**config.mk**
```make
export PLATFORM = sky130hd
export DESIGN_NAME = xadc_vga_bargraph_flat
export DESIGN_NICKNAME = d
export VERILOG_FILES = /design/src/rtl/xadc_vga_bargraph_if.sv /design/src/rtl/xadc_vga_bargraph.sv /design/src/flat_wrapper.sv
export SDC_FILE = /design/constraint.sdc
export NUM_CORES = 1
export LEC_CHECK = 0
export CAP_MARGIN = 20
export CELL_PAD_IN_SITES_DETAIL_PLACEMENT = 0
export CELL_PAD_IN_SITES_GLOBAL_PLACEMENT = 1
export CORE_MARGIN = 2
export CORE_UTILIZATION = 51
export DETAILED_ROUTE_END_ITERATION = 6
export MAX_ROUTING_LAYER = met4
export PLACE_DENSITY_LB_ADDON = 0.1
export SYNTH_ARGS = -nofsm -noshare
export SYNTH_HDL_FRONTEND = slang
export SYNTH_SLANG_ARGS = --single-unit
```
**constraint.sdc**
```tcl
create_clock -name clk -period 4.9 [get_ports clk]
set_input_delay 1.47 -clock clk [delete_from_list [all_inputs] [get_ports clk]]
set_output_delay 1.47 -clock clk [all_outputs]
set_load 0.01 [all_outputs]
```
**src/rtl/xadc_vga_bargraph_if.sv**
```systemverilog
// rtl/xadc_vga_bargraph_if.sv - channel sample bus from the XADC DRP read logic
interface xadc_vga_bargraph_if;
  logic       sample_valid;
  logic [1:0] sample_chan;
  logic [7:0] sample_data;

  modport master (output sample_valid, sample_chan, sample_data);
  modport slave  (input  sample_valid, sample_chan, sample_data);
endinterface

```
**src/rtl/xadc_vga_bargraph.sv**
```systemverilog
// rtl/xadc_vga_bargraph.sv - four-channel XADC bar graph on 640x480@60 VGA
module xadc_vga_bargraph #(
  parameter int PIX_DIV = 4
) (
  input  logic                  clk,
  input  logic                  rstn,
  xadc_vga_bargraph_if.slave    smp,
  output logic                  vga_hs,
  output logic                  vga_vs,
  output logic [3:0]            vga_r,
  output logic [3:0]            vga_g,
  output logic [3:0]            vga_b,
  output logic                  frame_start
);
  localparam int PW = $clog2(PIX_DIV);
  localparam logic [PW-1:0] PDIV_MAX = PW'(PIX_DIV - 1);

  logic [PW-1:0] pdiv;
  logic [9:0]    hcnt;
  logic [9:0]    vcnt;
  logic [7:0]    sh [4];
  logic [7:0]    fr [4];
  logic          pe;

  logic [1:0]    slot;
  logic [9:0]    xoff;
  logic [7:0]    height;
  logic [8:0]    rise;
  logic          active;
  logic          in_bar;
  logic          lit;
  logic          hs_n;
  logic          vs_n;
  logic [11:0]   rgb;

  assign pe          = (pdiv == PDIV_MAX);
  assign frame_start = pe && (hcnt == 10'd0) && (vcnt == 10'd480);

  always_comb begin
    slot = 2'd3;
    xoff = hcnt - 10'd480;
    if (hcnt < 10'd160) begin
      slot = 2'd0;
      xoff = hcnt;
    end else if (hcnt < 10'd320) begin
      slot = 2'd1;
      xoff = hcnt - 10'd160;
    end else if (hcnt < 10'd480) begin
      slot = 2'd2;
      xoff = hcnt - 10'd320;
    end
    height = fr[slot];
    // rise is only used when vcnt <= 447, so the subtraction never wraps
    rise   = 9'd447 - vcnt[8:0];
    active = (hcnt < 10'd640) && (vcnt < 10'd480);
    in_bar = (xoff >= 10'd16) && (xoff <= 10'd143);
    lit    = in_bar && (vcnt <= 10'd447) && (rise < {1'b0, height});
    rgb    = 12'h000;
    if (active) begin
      if (vcnt == 10'd448) begin
        rgb = 12'h888;
      end else if (lit) begin
        case (slot)
          2'd0:    rgb = 12'hF00;
          2'd1:    rgb = 12'h0F0;
          2'd2:    rgb = 12'h00F;
          default: rgb = 12'hFFF;
        endcase
      end
    end
    hs_n = !((hcnt >= 10'd656) && (hcnt <= 10'd751));
    vs_n = !((vcnt >= 10'd490) && (vcnt <= 10'd491));
  end

  always_ff @(posedge clk) begin
    if (!rstn) begin
      pdiv   <= '0;
      hcnt   <= '0;
      vcnt   <= '0;
      vga_hs <= 1'b1;
      vga_vs <= 1'b1;
      vga_r  <= 4'h0;
      vga_g  <= 4'h0;
      vga_b  <= 4'h0;
      for (int i = 0; i < 4; i++) begin
        sh[i] <= 8'h00;
        fr[i] <= 8'h00;
      end
    end else begin
      pdiv <= pe ? '0 : pdiv + PW'(1);
      if (pe) begin
        // syncs and colour share one register stage so they stay aligned
        vga_hs                <= hs_n;
        vga_vs                <= vs_n;
        {vga_r, vga_g, vga_b} <= rgb;
        if (hcnt == 10'd799) begin
          hcnt <= '0;
          vcnt <= (vcnt == 10'd524) ? 10'd0 : vcnt + 10'd1;
        end else begin
          hcnt <= hcnt + 10'd1;
        end
      end
      if (frame_start) begin
        for (int i = 0; i < 4; i++) fr[i] <= sh[i];
      end
      if (smp.sample_valid) sh[smp.sample_chan] <= smp.sample_data;
    end
  end
endmodule

```
**src/flat_wrapper.sv**
```systemverilog
// flat-port wrapper written by rule: the top's interface ports become plain ports
module xadc_vga_bargraph_flat 
#(
  parameter int PIX_DIV = 4
)
  (clk, rstn, vga_hs, vga_vs, vga_r, vga_g, vga_b, frame_start, smp_sample_valid, smp_sample_chan, smp_sample_data);
  xadc_vga_bargraph_if smp_i ();
  input  logic clk;
  input  logic rstn;
  output logic vga_hs;
  output logic vga_vs;
  output logic [3:0] vga_r;
  output logic [3:0] vga_g;
  output logic [3:0] vga_b;
  output logic frame_start;
  input wire logic [$bits(smp_i.sample_valid)-1:0] smp_sample_valid;
  input wire logic [$bits(smp_i.sample_chan)-1:0] smp_sample_chan;
  input wire logic [$bits(smp_i.sample_data)-1:0] smp_sample_data;
  assign smp_i.sample_valid = smp_sample_valid;
  assign smp_i.sample_chan = smp_sample_chan;
  assign smp_i.sample_data = smp_sample_data;
  xadc_vga_bargraph #(.PIX_DIV(PIX_DIV)) u_core (.clk(clk), .rstn(rstn), .smp(smp_i), .vga_hs(vga_hs), .vga_vs(vga_vs), .vga_r(vga_r), .vga_g(vga_g), .vga_b(vga_b), .frame_start(frame_start));
endmodule
```
==> metrics.md, run 1 <==
| Metric | Value |
|---|---|
| Worst hold path type | `reg2reg` |
| H-tree levels | `3` |
| Fin nets | `497` |
| DR WL/cell | `16.55 µm` |
| N_diodes | `0` |
| Final Total Pwr | `0.001428 W` |
| First-iteration detailed-routing DRC count | `152` |
| Post-route ant nets | `0` |
| Vias | `3240` |
| Core box area | `9196 µm²` |
| Initial antenna violation count | `0` |
| Critical path startpoint category | `flip-flop` |
| P&R area growth vs syn | `9.810%` |
| Mux cell area share after synthesis | `0.4435%` |
| Post-Place Worst Slack | `1.083 ns` |
| I/O pin count | `28` |
| DP Cell Count | `563` |
| Unrepaired setup endpoints after global routing | `false` |
| Post-Synth Adder-Cell Area | `5.479%` |
| Final Critical Period | `3.907 ns` |
| Worst path arrival time | `2.44 ns` |
| CTS tree | `done` |
| DRC Markers | `0` |
| Crit Path Category | `reg2out` |
| Die height | `101.0 µm` |
| Largest net degree at the start of global routing | `46` |
| Leakage | `1.994 nW` |
| Cell Pwr Density | `271.1 nW/µm²` |
| Avg Cell Area, Syn | `10.66 µm²` |
| Status | `completed` |
| Seq/Total Area, Yosys | `52.60%` |
| MaxCap Viol Count | `0` |
| Vias per cell | `5.596` |
| Postcts setup bufs | `0` |
| Slew Viols, Final | `0` |
| Synth Area in Simple Gates | `23.61%` |
| Setup Viol. Count Final | `0` |
| Die ar. | `10190 µm²` |
| Final worst slack | `0.9933 ns` |
| CP Capture Type | `output port` |
| CTS Root Buffer Type | `clkbuf_8` |
| Critical path data required time | `3.43 ns` |
| CTS Buffer Depth | `2` |
| Post-synthesis cell area | `4796 µm²` |
| Most common cell in the netlist | `edfxtp_1` |
| Post-synth EDFFs | `64` |
| Async SR Flop Fraction | `0%` |
| #FFs+latches synth | `94` |
| Cts hold-fix bufs | `0` |
| Initial Utilization | `52.15%` |
| Layout Utilization | `57.27%` |
| Crit Path Max Fanout | `10` |
| Fmax | `256.0 MHz` |
| Clock sink count | `94` |
| Initial DRT Pass Iterations | `4` |
| Gr usage total | `21.03%` |
| Final HPWL from detailed placement | `7115 µm` |
| Cts bufs inserted | `9` |
| YS warnings | `0` |
| Top FF cell, synth | `edfxtp_1` |
| Gate Count Post-Synth | `450` |
| Area contributors post-synth | `edfxtp_1 (40%), dfxtp_1 (13%), ha_1 (5.5%), and3_1 (5.3%), and2_1 (3.7%)` |
| Worst-path clk slew | `0.10 ns` |
| Post_cts resized | `0` |
| Die Wd | `101.0 µm` |
| Clock skew | `0.01554 ns` |
| Synth top cells by count | `edfxtp_1 (64), and3_1 (41), nor2_1 (37)` |
| IO Port Bufs | `27` |
| Largest family of logic cells by synthesized area | `simple AND/OR/NAND/NOR gates` |
| Top-area cell type share of the netlist area | `40.07%` |
| VDD IR-drop max | `0.0001780 V` |
| Worst Tran Pin Value | `0.9147 ns` |
| Post-synthesis xor/xnor area fraction | `3.470%` |
| CP Cell Sequence | `ha_1, inv_1, nor2_1, nand3_1, nor4_4, clkdlybuf4s50_1` |
| Hold Fails Final Rpt | `0` |
| Final WL | `9585 µm` |
| Slowest stage delay, CP | `0.63 ns` |
| Placer Congestion | `0.8295` |
| Compound-Gate Fraction of Synth Area | `9.314%` |
| Final cell count without fillers | `579` |
| Final Cycle Share | `79.73%` |
| Number of global-route vias before repair | `3123` |
| Post-synth net total | `484` |
| Relative slew slack | `38.93%` |
| Row count | `35` |
| Reg2Reg Setup Slack | `1.02 ns` |
| Global-route wire length before repair | `15980 µm` |
| Proportion of layout cells with a drive suffix above 1 | `6.410%` |
| Clock Latency Late Sink | `0.36 ns` |
| Yosys cell types | `56` |
| Accumulated negative setup slack | `0 ns` |
| Area leader, netlist | `edfxtp_1` |
| Grt ovf | `0` |
| Slowest cell on the critical path | `clkdlybuf4s50_1` |
[area by class of cell]
type	count	area [µm²]
fillers	794	3930
flip-flops and latches	94	2522
multi-input cells	306	2038
repair buffers	33	315.3
well taps	111	138.9
clock buffers	10	127.6
inverters	19	71.32
clock inverters	6	52.55
[metrics by stage]
step	cell area (µm²)	hold WS (ns)
after detailed placement	5086	0.4185
after global placement	5086	0.4078
final	5266	0.4280
after CTS	5266	0.4336
after floorplan	4796	0.3974
after global routing	5266	0.4551
[worst paths after layout]
kind,startpoint,endpoint,depth (start not counted)
worst min register to register,u_core.pdiv[0],u_core.pdiv[0],1
worst max register to register,u_core.hcnt[7],u_core.vga_r[3],13
worst max-delay path,u_core.pdiv[0],frame_start,6
worst min-delay path,u_core.pdiv[0],u_core.pdiv[0],1
[flip-flops by register name, summed over array words and instances (netlist names)]
| name | cells |
|---|---|
| u_core.vcnt | 10 |
| u_core.vga_hs | 1 |
| u_core.pdiv | 2 |
| u_core.vga_b | 2 |
| u_core.vga_g | 2 |
| u_core.vga_vs | 1 |
| u_core.sh | 32 |
| u_core.fr | 32 |
| u_core.vga_r | 2 |
| u_core.hcnt | 10 |
[per-layer routing]
metal	track usage, %	vias up	wire length, µm
met5	-	-	0
met3	2.982	16	202
li1	-	1650	-
met4	8.732	0	273
met2	33.79	55	4550
met1	26.90	1519	4559
[critical path: cells and delay by family (launching register included)]
family	cells	cell delay (ns)
adders and majority gates	1	0.40
and+or+nand+nor	3	0.55
DFF	1	0.35
buffers and inverters	2	0.76
[logic make-up (layout without fill, tap and decap cells)]
family                     Yosys count  count (layout)
AOI/OAI and AO/OA                   60              60
muxes                                2               2
xor gates and xnor gates            19              19
adders and majority gates           21              21
buffers and inverters               50              68
and+or+nand+nor                    204             204
DFF                                 94              94
[layout by cell type (no fill, tap or decap), types with 9 or more instances in the layout]
master	count
a21oi_1	15
and2_1	28
and3_1	41
clkbuf_8	9
clkdlybuf4s50_1	27
dfxtp_1	30
edfxtp_1	64
ha_1	21
inv_1	19
nand2_1	35
nand3_1	12
nand4_1	10
nor2_1	37
xnor2_1	13
[power by group]
part           internal [W]  total (W)  switching, W
clock network      0.000194   0.000479      0.000285
registers          0.000877   0.000887    0.00000942
logic             0.0000233  0.0000621     0.0000388
total               0.00109    0.00143      0.000334
Power figures use the tool's default switching activity.
==> run 2: changes to the inputs <==
CORE_UTILIZATION = 43   (was 51)
clock period = 3.2 ns   (was 4.9 ns; I/O delays follow)
==> run 2 against run 1 <==
  * Highest routed layer unchanged
  * Via count rose by 3.5%
  * Wire length rose by 6.5%
  * Worst setup slack got worse by 0.86 ns
  * Core utilization fell by 5.5 points
  * Sequential share of layout area fell by 2.9 points
==> metrics.md, run 2 (synthesized netlist as in run 1, its figures left out) <==
| Metric | Value |
|---|---|
| Status | `completed` |
| DRC Markers | `0` |
| Fin area | `5615 µm²` |
| Reg power frac | `59.3%` |
| Final WL | `10210 µm` |
| Layout Utilization | `51.80%` |
| Die height | `109.6 µm` |
| Final Critical Period | `3.068 ns` |
| Gr usage total | `18.90%` |
| Crit Path Max Fanout | `6` |
| VDD IR-drop max | `0.0003283 V` |
| Crit Path Category | `reg2out` |
| P&R area growth vs syn | `17.09%` |
| Most frequent cells in the layout | `edfxtp_1 (64), and3_1 (41), nor2_1 (36)` |
| Leakage | `2.174 nW` |
| Clock sink count | `94` |
| Relative slew slack | `62.96%` |
| Die ar. | `12010 µm²` |
| Placed cell areas | `5338 µm²` |
| Clock skew | `0.009681 ns` |
| Slew Viols, Final | `0` |
| Hold Fails Final Rpt | `0` |
| Cell Pwr Density | `407.6 nW/µm²` |
| Final Cycle Share | `95.86%` |
| Vias per cell | `5.274` |
| Core box area | `10840 µm²` |
| Power share of the combinational group | `4.5%` |
| IO Port Bufs | `27` |
| Fmax | `326.0 MHz` |
| Number of global-route vias before repair | `3249` |
| Worst Tran Pin Value | `0.5536 ns` |
| Critical path startpoint category | `flip-flop` |
| Cts bufs inserted | `9` |
| # fillers | `993` |
| CTS Buffer Depth | `2` |
| Worst hold path type | `reg2reg` |
| Commonest non-fill, non-tap cell in the layout | `edfxtp_1` |
| CTS Root Buffer Type | `clkbuf_8` |
| Net Switching | `0.0005091 W` |
| Worst-path clk slew | `0.10 ns` |
| Clock Latency Late Sink | `0.36 ns` |
| Grt ovf | `0` |
| Setup Viol. Count Final | `0` |
| Row count | `38` |
| DR WL/cell | `16.05 µm` |
| Die Wd | `109.6 µm` |
| Vias | `3354` |
| CTS tree | `done` |
| Final HPWL from detailed placement | `7794 µm` |
| I/O pin count | `28` |
| Initial DRT Pass Iterations | `4` |
| Switching Fraction | `22.24%` |
| Initial Utilization | `44.24%` |
| Internal Power | `0.001780 W` |
| Top flop regs | `u_core.fr: 32 flops, u_core.sh: 32 flops` |
| Placer Congestion | `0.8635` |
| First-iteration detailed-routing DRC count | `159` |
| Proportion of layout cells with a drive suffix above 1 | `13.71%` |
| Initial antenna violation count | `0` |
| Largest net degree at the start of global routing | `34` |
| Global-route wire length before repair | `16480 µm` |
| Post-route ant nets | `0` |
| Critical path data required time | `2.24 ns` |
| DP Cell Count | `619` |
| Worst path arrival time | `2.11 ns` |
| CP Capture Type | `output port` |
| MaxCap Viol Count | `0` |
| N_diodes | `0` |
| Fin Hold WS | `0.4236 ns` |
| H-tree levels | `3` |
| Clk network pwr share | `36.2%` |
| Fin nets | `525` |
| Final cell count without fillers | `636` |
| Final Total Pwr | `0.002289 W` |
[run 2: path summary, 6_finish.rpt]
kind | slack, ns | depth (start not counted) | startpoint | to
max | 0.13 | 4 | u_core.vcnt[8] | frame_start
max reg2reg | 0.23 | 12 | u_core.hcnt[6] | u_core.vga_b[2]
min | 0.42 | 1 | u_core.pdiv[0] | u_core.pdiv[0]
min reg2reg | 0.42 | 1 | u_core.pdiv[0] | u_core.pdiv[0]
[run 2: critical path: stages (launching register included)]
cell and delay (ns):
dfxtp_1 0.47, nand2_1 0.10, or3_1 0.39, nor4_4 0.43, dlygate4sd2_1 0.36
[run 2: area by class of cell]
class | instances | area (µm²) | share of cell area (%)
sequential | 94 | 2525 | 44.96
multi-input combinational | 306 | 2095 | 37.30
timing repair buffer | 61 | 540.5 | 9.626
tap | 140 | 175.2 | 3.119
clock buffer | 11 | 141.4 | 2.518
inverter | 19 | 71.32 | 1.270
clock inverter | 5 | 67.56 | 1.203
[run 2: power groups by stage]
stage                     clock, W  sequential, W  combinational [W]
after floorplan                  0        0.00138          0.0000551
after global placement           0        0.00138           0.000104
after detailed placement         0        0.00139           0.000105
after CTS                 0.000850        0.00136           0.000105
after global routing      0.000892        0.00136           0.000115
final                     0.000828        0.00136           0.000104
[run 2: routing by layer]
layer  vias to the layer above  GRT usage (%)  part of all wire [%]
li1                       1701              -                     -
met1                      1574          21.91                    42
met2                        64          32.80                    53
met3                        15          3.379                   3.4
met4                         0          6.872                   1.6
met5                         -              -                     0
[run 2: per-stage QoR]
stage,setup slack [ns],TNS [ns]
2_1_floorplan,0.009665,0
3_3_place_gp,0.1600,0
3_5_place_dp,0.01112,0
4_1_cts,0.07858,0
5_1_grt,-0.0001459,-0.0001459
6_report,0.1324,0
[run 2: what timing repair did]
| action | CTS | global route |
|---|---|---|
| pin swaps | 0 | 5 |
| hold buffers | 0 | 0 |
| setup buffers | 0 | 1 |
| endpoints found under the setup margin | 2 | 6 |
| resized for setup | 4 | 12 |
| cloned | 0 | 0 |
==> run 3: changes to the inputs <==
SLEW_MARGIN = 20   (was unset)
==> results of run 3 <==
The final DEF is identical to that of run 2; final timing and power are the same.
